## config.mk

```make
export PLATFORM = sky130hd
export DESIGN_NAME = sym_vn_lut_loader_flat
export DESIGN_NICKNAME = d
export VERILOG_FILES = /design/src/rtl/sym_vn_lut_loader_if.sv /design/src/rtl/sym_vn_lut_loader.sv /design/src/flat_wrapper.sv
export SDC_FILE = /design/constraint.sdc
export NUM_CORES = 1
export LEC_CHECK = 0
export BUFFER_PORTS_ARGS = -buffer_cell sky130_fd_sc_hd__buf_2
export CORE_MARGIN = 2
export CORE_UTILIZATION = 48
export CTS_CLUSTER_DIAMETER = 100
export DETAILED_ROUTE_END_ITERATION = 12
export HOLD_SLACK_MARGIN = 0.02
export PLACE_DENSITY = 0.73
export SYNTH_ARGS = -nofsm -noshare
export SYNTH_HDL_FRONTEND = slang
export SYNTH_SLANG_ARGS = --single-unit
export TNS_END_PERCENT = 10
```

## constraint.sdc

```tcl
create_clock -name write_clk -period 1.35 [get_ports write_clk]
set_input_delay 0.0675 -clock write_clk [delete_from_list [all_inputs] [get_ports write_clk]]
set_output_delay 0.0675 -clock write_clk [all_outputs]
set_load 0.02 [all_outputs]
```

## src/rtl/sym_vn_lut_loader_if.sv

```systemverilog
// ---------------------------------------------------------------------------
// sym_vn_lut_loader_if
// Valid/ready stream carrying LUT entries into the loader.
//   in_data  : one LUT entry (DATA_W bits)
//   in_valid : source has an entry on in_data
//   in_ready : loader accepts in_data this cycle
// Modports: master = entry source, slave = loader.
// ---------------------------------------------------------------------------
interface sym_vn_lut_loader_if #(
  parameter int DATA_W = 4
);
  logic [DATA_W-1:0] in_data;
  logic              in_valid;
  logic              in_ready;

  modport master (output in_data, output in_valid, input in_ready);
  modport slave  (input in_data, input in_valid, output in_ready);
endinterface

```

## src/rtl/sym_vn_lut_loader.sv

```systemverilog
// ---------------------------------------------------------------------------
// sym_vn_lut_loader
// Streams LUT entries in pairs (bank0 entry, then bank1 entry) and writes
// each pair into two LUT banks at ascending addresses 0..LUT_DEPTH-1.
// One write takes at least three cycles: two accepts and one write cycle.
//
// Ports:
//   write_clk         : sole clock, rising edge
//   rstn              : asynchronous active-low reset
//   load_start        : one-cycle request to start a full load (ignored if busy)
//   in_bus            : entry stream (slave side)
//   lut_in_bank0/1    : registered write data for bank0/bank1
//   page_write_addr   : registered write address bits [5:0]
//   write_addr_offset : registered write address MSB
//   we                : write strobe, one cycle per address
//   busy              : load in progress
//   load_done         : one-cycle pulse after the last write
//   tables_valid      : both banks completely loaded
//
// Optional feature, macro SYM_VN_LOADER_CHECKSUM_EN:
//   exp_sum (in)  : expected modulo-256 sum of all accepted entries
//   sum_err (out) : registered at end of load, 1 when the sums differ;
//                   tables_valid is then withheld.
// ---------------------------------------------------------------------------
module sym_vn_lut_loader #(
  parameter int DATA_W    = 4,
  parameter int LUT_DEPTH = 128
) (
  input  logic              write_clk,
  input  logic              rstn,
  input  logic              load_start,
  sym_vn_lut_loader_if.slave in_bus,
`ifdef SYM_VN_LOADER_CHECKSUM_EN
  input  logic [7:0]        exp_sum,
  output logic              sum_err,
`endif
  output logic [DATA_W-1:0] lut_in_bank0,
  output logic [DATA_W-1:0] lut_in_bank1,
  output logic [5:0]        page_write_addr,
  output logic              write_addr_offset,
  output logic              we,
  output logic              busy,
  output logic              load_done,
  output logic              tables_valid
);

  typedef enum logic [2:0] {
    ST_IDLE   = 3'd0,
    ST_GET_B0 = 3'd1,
    ST_GET_B1 = 3'd2,
    ST_WRITE  = 3'd3,
    ST_DONE   = 3'd4
  } state_t;

  localparam logic [6:0] LAST_ADDR = 7'(LUT_DEPTH - 1);

  state_t            state_r, state_nxt_s;
  logic [6:0]        addr_r, addr_nxt_s;
  logic [DATA_W-1:0] b0_r, b0_nxt_s;
  logic [DATA_W-1:0] b1_r, b1_nxt_s;
  logic              tv_r, tv_nxt_s;
  logic              in_ready_r, we_r, busy_r, load_done_r;
  logic [DATA_W-1:0] bank0_r, bank1_r;
  logic [6:0]        waddr_r;
  logic              accept_s;
`ifdef SYM_VN_LOADER_CHECKSUM_EN
  logic [7:0]        sum_r, sum_nxt_s;
  logic              sum_err_r, sum_err_nxt_s;
`endif

  // in_ready is registered, so a handshake only exists in the GET states
  assign accept_s = in_bus.in_valid & in_ready_r;

  // State register and internal datapath registers
  always_ff @(posedge write_clk or negedge rstn) begin
    if (!rstn) begin
      state_r <= ST_IDLE;
      addr_r  <= 7'd0;
      b0_r    <= '0;
      b1_r    <= '0;
      tv_r    <= 1'b0;
`ifdef SYM_VN_LOADER_CHECKSUM_EN
      sum_r     <= 8'd0;
      sum_err_r <= 1'b0;
`endif
    end else begin
      state_r <= state_nxt_s;
      addr_r  <= addr_nxt_s;
      b0_r    <= b0_nxt_s;
      b1_r    <= b1_nxt_s;
      tv_r    <= tv_nxt_s;
`ifdef SYM_VN_LOADER_CHECKSUM_EN
      sum_r     <= sum_nxt_s;
      sum_err_r <= sum_err_nxt_s;
`endif
    end
  end

  // Next-state, capture, counter and status logic
  always_comb begin
    state_nxt_s = state_r;
    addr_nxt_s  = addr_r;
    b0_nxt_s    = b0_r;
    b1_nxt_s    = b1_r;
    tv_nxt_s    = tv_r;
`ifdef SYM_VN_LOADER_CHECKSUM_EN
    sum_nxt_s     = sum_r;
    sum_err_nxt_s = sum_err_r;
    if (accept_s) begin
      sum_nxt_s = sum_r + 8'(in_bus.in_data);
    end else begin
      sum_nxt_s = sum_r;
    end
`endif
    case (state_r)
      ST_IDLE: begin
        if (load_start) begin
          state_nxt_s = ST_GET_B0;
          addr_nxt_s  = 7'd0;
          tv_nxt_s    = 1'b0;
`ifdef SYM_VN_LOADER_CHECKSUM_EN
          sum_nxt_s     = 8'd0;
          sum_err_nxt_s = 1'b0;
`endif
        end else begin
          state_nxt_s = ST_IDLE;
        end
      end
      ST_GET_B0: begin
        if (accept_s) begin
          b0_nxt_s    = in_bus.in_data;
          state_nxt_s = ST_GET_B1;
        end else begin
          state_nxt_s = ST_GET_B0;
        end
      end
      ST_GET_B1: begin
        if (accept_s) begin
          b1_nxt_s    = in_bus.in_data;
          state_nxt_s = ST_WRITE;
        end else begin
          state_nxt_s = ST_GET_B1;
        end
      end
      ST_WRITE: begin
        // Status is resolved while leaving the last write so that
        // tables_valid/sum_err change together with the load_done pulse.
        if (addr_r == LAST_ADDR) begin
          state_nxt_s = ST_DONE;
`ifdef SYM_VN_LOADER_CHECKSUM_EN
          tv_nxt_s      = (sum_r == exp_sum);
          sum_err_nxt_s = (sum_r != exp_sum);
`else
          tv_nxt_s      = 1'b1;
`endif
        end else begin
          addr_nxt_s  = addr_r + 7'd1;
          state_nxt_s = ST_GET_B0;
        end
      end
      ST_DONE: begin
        addr_nxt_s  = 7'd0;
        state_nxt_s = ST_IDLE;
      end
      default: begin
        state_nxt_s = ST_IDLE;
      end
    endcase
  end

  // Output registers, decoded from the next state so they align with it
  always_ff @(posedge write_clk or negedge rstn) begin
    if (!rstn) begin
      in_ready_r  <= 1'b0;
      we_r        <= 1'b0;
      busy_r      <= 1'b0;
      load_done_r <= 1'b0;
      bank0_r     <= '0;
      bank1_r     <= '0;
      waddr_r     <= 7'd0;
    end else begin
      in_ready_r  <= (state_nxt_s == ST_GET_B0) || (state_nxt_s == ST_GET_B1);
      we_r        <= (state_nxt_s == ST_WRITE);
      busy_r      <= (state_nxt_s != ST_IDLE);
      load_done_r <= (state_nxt_s == ST_DONE);
      // Data/address only move when a write cycle begins; they hold otherwise
      if (state_nxt_s == ST_WRITE) begin
        bank0_r <= b0_nxt_s;
        bank1_r <= b1_nxt_s;
        waddr_r <= addr_nxt_s;
      end else begin
        bank0_r <= bank0_r;
        bank1_r <= bank1_r;
        waddr_r <= waddr_r;
      end
    end
  end

  assign in_bus.in_ready   = in_ready_r;
  assign we                = we_r;
  assign busy              = busy_r;
  assign load_done         = load_done_r;
  assign tables_valid      = tv_r;
  assign lut_in_bank0      = bank0_r;
  assign lut_in_bank1      = bank1_r;
  assign page_write_addr   = waddr_r[5:0];
  assign write_addr_offset = waddr_r[6];
`ifdef SYM_VN_LOADER_CHECKSUM_EN
  assign sum_err           = sum_err_r;
`endif

endmodule
```

## src/flat_wrapper.sv

```systemverilog
// flat-port wrapper written by rule: the top's interface ports become plain ports
module sym_vn_lut_loader_flat 
#(
  parameter int DATA_W    = 4,
  parameter int LUT_DEPTH = 128
)
  (write_clk, rstn, load_start, lut_in_bank0, lut_in_bank1, page_write_addr, write_addr_offset, we, busy, load_done, tables_valid, in_bus_in_data, in_bus_in_valid, in_bus_in_ready);
  sym_vn_lut_loader_if #(.DATA_W(DATA_W)) in_bus_i ();
  input  logic write_clk;
  input  logic rstn;
  input  logic load_start;
  output logic [DATA_W-1:0] lut_in_bank0;
  output logic [DATA_W-1:0] lut_in_bank1;
  output logic [5:0] page_write_addr;
  output logic write_addr_offset;
  output logic we;
  output logic busy;
  output logic load_done;
  output logic tables_valid;
  input wire logic [$bits(in_bus_i.in_data)-1:0] in_bus_in_data;
  input wire logic [$bits(in_bus_i.in_valid)-1:0] in_bus_in_valid;
  output wire logic [$bits(in_bus_i.in_ready)-1:0] in_bus_in_ready;
  assign in_bus_i.in_data = in_bus_in_data;
  assign in_bus_i.in_valid = in_bus_in_valid;
  assign in_bus_in_ready = in_bus_i.in_ready;
  sym_vn_lut_loader #(.DATA_W(DATA_W), .LUT_DEPTH(LUT_DEPTH)) u_core (.write_clk(write_clk), .rstn(rstn), .load_start(load_start), .in_bus(in_bus_i), .lut_in_bank0(lut_in_bank0), .lut_in_bank1(lut_in_bank1), .page_write_addr(page_write_addr), .write_addr_offset(write_addr_offset), .we(we), .busy(busy), .load_done(load_done), .tables_valid(tables_valid));
endmodule
```

### After elaboration in Yosys (flattened, before gate mapping)

Cells that the tools add are included.
Widths: inputs -> output; s select.

* register bits after elaboration: 38

* reductions and logical operators: 5
* multiplexer cells: 15
* equal/unequal tests: 11
* bitwise logic cells: 1
* add/subtract/negate cells: 1

Operators with widths (number)
* $pmux 7 s3: 1
* $mux 4: 4
* $mux 7: 2
* $eq 3x2->1 const B: 4
* $pmux 3 s4: 1
* $add 7x1->7 const B: 1
* $eq 7x7->1 const B: 1
* $eq 3x1->1 const B: 2
* $eq 3x3->1 const B: 2
* $mux 1: 4
* $logic_not 3->1: 1
* $mux 3: 1
* $reduce_and 3->1: 1
* $reduce_bool 3->1: 1
* $mux 2: 1
* $ne 2x1->1 const B: 1
* $ne 2x2->1 const B: 1
* $pmux 1 s2: 1
* $reduce_bool 2->1: 1
* $and 1x1->1: 1
* $logic_or 1x1->1: 1

### Depth between registers and ports, before layout

* depth in word-level cells: 5
* gate-level depth with buffers: 5
* gate-level depth less buffers: 4

### Worst setup path after synthesis

Ideal clock, no wire load.

* path kind: register to register
* from: register u_core.in_ready_r, in the netlist u_core.in_bus.in_ready
* to: register u_core.bank0_r[0], in the netlist u_core.lut_in_bank0[0]
* path slack: -32 ps
* period minus slack after synthesis: 1382 ps
* cell stages (with the launch flop): 5
* library setup time: 119 ps
* arrival: 1263 ps
* path through: dfrtp_1 > nand4b_2 > clkbuf_1 > or3_1 > o21a_1

* cells in the longest elaborated chain, start to end: 4
* elaborated cells between the ends (all ways): 7

RTL lines
* start, declared: RTL line sym_vn_lut_loader.sv:62 `logic in_ready_r, we_r, busy_r, load_done_r;`
* start signal, assigned: RTL line sym_vn_lut_loader.sv:182 `in_ready_r <= (state_nxt_s == ST_GET_B0) || (state_nxt_s == ST_GET_B1);`
* $and 1x1->1 (*): RTL line sym_vn_lut_loader.sv:72 `assign accept_s = in_bus.in_valid & in_ready_r;`
* $mux 1 / $mux 2 (equally long branches): RTL line sym_vn_lut_loader.sv:138, sym_vn_lut_loader.sv:130
* $pmux 3 s4: RTL line sym_vn_lut_loader.sv:115 `case (state_r)`
* $eq 3x2->1: RTL line sym_vn_lut_loader.sv:187 `if (state_nxt_s == ST_WRITE) begin`
* end signal, assigned: RTL line sym_vn_lut_loader.sv:188 `bank0_r <= b0_nxt_s;`
* end signal, assigned: RTL line sym_vn_lut_loader.sv:192 `bank0_r <= bank0_r;`
* end, declared: RTL line sym_vn_lut_loader.sv:63 `logic [DATA_W-1:0] bank0_r, bank1_r;`

Mark *: on every way between the ends. The rest lies on a longest branch, timed or not.
A chain may end at the register's enable or synchronous reset.

### Worst setup path after layout

* from: register u_core.state_r[1]
* to: register u_core.b0_r[0]

* cells in the longest elaborated chain, start to end: 2

RTL lines
* start, declared: RTL line sym_vn_lut_loader.sv:57 `state_t state_r, state_nxt_s;`
* start signal, assigned: RTL line sym_vn_lut_loader.sv:87 `state_r <= state_nxt_s;`
* $eq 3x1->1: RTL line sym_vn_lut_loader.sv:115
* $mux 4: RTL line sym_vn_lut_loader.sv:115
* net u_core.b0_nxt_s[0]: RTL line sym_vn_lut_loader.sv:59 `logic [DATA_W-1:0] b0_r, b0_nxt_s;`
* end signal, assigned: RTL line sym_vn_lut_loader.sv:89 `b0_r <= b0_nxt_s;`
* end, declared: RTL line sym_vn_lut_loader.sv:59

The timed path passes the listed nets, and every way through them passes these cells.

==> impl_results.md <==
- Top FF cell, synth: dfrtp_1
- Synth Area in Adders: 0.00806
- Main combinational cell family by area after synthesis: simple AND/OR/NAND/NOR gates
- Most frequent cells in the layout: 31 x dfrtp_1, 27 x buf_2, 27 x buf_4
- GRT Util Overall: 0.233
- Compound-Gate Fraction of Synth Area: 0.143
- Antenna Violating Nets Remaining: 0
- Status: finished with violations
- Worst hold start: load_start
- Layout cell share with drive strength beyond 1: 0.536
- FF-to-FF path depth: 3
- Initial core utilization: 0.509
- Syn Inst Count: 127
- 1st-iter DRT viols: 43
- Gr ovfl total: 0
- CTS Buffer Depth: 2
- Die H: 60.9 µm
- Wire length on met2: 2080 µm
- # rows: 20
- Number of I/O pins: 28
- Largest net degree at the start of global routing: 19
- Top sig layer: met4
- Critical Path AT: 1.66 ns
- Synth cell types: 44
- Drt wl/cell: 17.0 µm
- Worst Setup Start Kind: flip-flop
- Post-Synth XOR/XNOR Area: 0
- Part of the cycle the worst path needs: 1.05
- Hold path depth: 3
- Critical R2R Launch: u_core.state_r[1]
- Commonest non-fill, non-tap cell in the layout: dfrtp_1
- TritonCTS clock tree: yes
- Antenna cells: 0
- Synthesized area per cell: 12.2 µm²
- R2R setup slack: -0.07 ns
- Worst Skew: 0.0102 ns
- Number of synthesized register bits: 34
- Synth Cell Area: 1550 µm²
- Core area: 3050 µm²
- FMAX: 0.707 GHz
- Final min period: 1.42 ns
- Final HPWL DP: 2590 µm
- Met3 routed WL: 150 µm
- PortBufs: 27
- Crit Path Max Fanout: 6
- Initial antenna violation count: 0
- DP Worst Slack: -0.146 ns
- Worst slew pin tran: 0.428 ns
- P&R area growth vs syn: 43.4%
- Worst Hold Endpoint: u_core.busy
- Vias in the first global route: 1315
- H-tree depth: 2
- Crit. End Element: flip-flop
- Die area: 3710 µm²
- Max-Cap Viols: 0
- P_leak: 0.00103 µW
- Seq/Total Area, Yosys: 0.548
- Post-synthesis mux area share: 0.0991
- CTS Root Buffer Type: clkbuf_4
- Die Wd: 60.9 µm
- Fin util: 0.730
- Clk_lat worst skew: 0.35 ns
- Vias: 1314
- Final Worst Setup Slack: -0.0654 ns
- Setup-failing EPs final: 7
- Power per cell area: 2110 nW/µm²
- RSZ-0062 raised after global routing: true
- Failing checks: negative setup slack
- Final #Nets: 200
- Residual DRC: 0
- Path type of the worst setup path: flip-flop to flip-flop
- First-pass GRT wire length: 6120 µm
- TritonCTS Sinks: 34
- Syn nets: 136
- Slew Viols, Final: 0
- Inserted Clock Buffers: 5
- Setup TNS: -0.276 ns
- Post-DR vias/cell: 5.57
- Slew Limit Headroom: 0.715
- Ys async rst share: 1.00
- Post-synth EDFFs: 0
- Clock transition at path regs: 0.10 ns
- Synthesis warning total: 0
- VDD IR-drop max: 0.00123 V
- CP required: 1.59 ns
- Placer congestion estimate: 0.844
- Critical R2R Capture: u_core.b0_r[0]
- Met1 WL: 1680 µm
- Min-Delay Path Class: primary input to flip-flop
- Final hold violations: 0
- Post-Synth Simple-Gate Area: 0.158
- DRT Pass-1 Iters: 4
- Final wirelength: 4010 µm
==> where the power goes <==
group / switching (µW) / internal, µW / leakage, µW
Combinational: 1160 / 1090 / 0.000567
Sequential: 284 / 1420 / 0.000416
Clock: 360 / 383 / 0.0000450
==> final cells by class <==
| class | count | area (µm²) |
|---|---|---|
| Clock buffer | 5 | 37.5 |
| Clock inverter | 3 | 40.0 |
| Fill cell | 232 | 826 |
| Inverter | 4 | 15.0 |
| Multi-Input combinational cell | 81 | 752 |
| Sequential cell | 34 | 855 |
| Tap cell | 44 | 55.1 |
| Timing Repair Buffer | 65 | 473 |
==> per-layer routing <==
layer / up-vias / global-route usage
met5: - / 0
met1: 663 / 0.294
met2: 37 / 0.373
met3: 11 / 0.0512
li1: 603 / -
met4: 0 / 0.124
==> Yosys cell counts (2+ instances only) <==
master   count  area (µm²)
dfrtp_1     34         851
mux2_2      11         124
o21ai_0      7        35.0
nor2_1       6        22.5
o21a_1       5        37.5
or3_1        5        31.3
buf_2        4        20.0
inv_1        4        15.0
nor3_1       4        20.0
a21oi_1      3        15.0
mux2i_1      3        30.0
o31ai_1      3        22.5
and2_1       2        12.5
and4b_1      2        20.0
buf_6        2        22.5
nand2_1      2        7.51
nor2b_1      2        12.5
o41ai_1      2        17.5
==> worst max path at each step <==
| stage | start | to | slack, ns |
|---|---|---|---|
| final | u_core.state_r[1] | u_core.b0_r[0] | -0.07 |
| after global routing | u_core.state_r[1] | u_core.b0_r[1] | -0.10 |
| after CTS | u_core.addr_r[0] | u_core.tables_valid | -0.06 |
| after detailed placement | u_core.state_r[2] | u_core.waddr_r[5] | -0.15 |
| after global placement | u_core.state_r[2] | u_core.lut_in_bank1[3] | -0.06 |
| after floorplan | u_core.state_r[1] | u_core.b0_r[0] | -0.01 |
==> cell families (layout without fill, tap and decap cells) <==
group,Yosys count,count (layout)
AO/OA/AOI/OAI,30,30
flip-flops,34,34
AND/OR/NAND/NOR,36,36
buffers and inverters,12,77
adder cells (fa/ha/maj),1,1
multiplexers,14,14
==> registers in the layout, summed over array words and instances, names as in the netlist <==
signal	count
u_core.addr_r	7
u_core.waddr_r	7
u_core.b0_r	4
u_core.lut_in_bank0	4
u_core.lut_in_bank1	4
u_core.state_r	3
u_core.busy	1
u_core.in_bus.in_ready	1
u_core.load_done	1
u_core.tables_valid	1
u_core.we	1
==> through the flow <==
step           cell area, µm²  std cells  total power (µW)  hold WS, ns
6_report                 2230        236              4700       0.0741
5_1_grt                  2230        236              4970       0.0857
4_1_cts                  2140        234              4500       0.0391
3_5_place_dp             1910        218              3600       0.0316
3_3_place_gp             1910        218              3510       0.0232
2_1_floorplan            1550        127              2830       -0.228
==> what timing repair did <==
item                                   4_1_cts  5_1_grt
pin swaps                                    2        8
endpoints found under the hold margin       42        0
setup buffers                                3        2
hold buffers                                 5        0
resized for setup                           13       20
setup endpoints to repair                   26       27
==> worst max-delay path, stage by stage, from the launching register on <==
cell and delay, ns:
dfrtp_2 0.48, nand4b_1 0.26, nor2_4 0.20, mux2_2 0.36
Power figures use the tool's default switching activity.
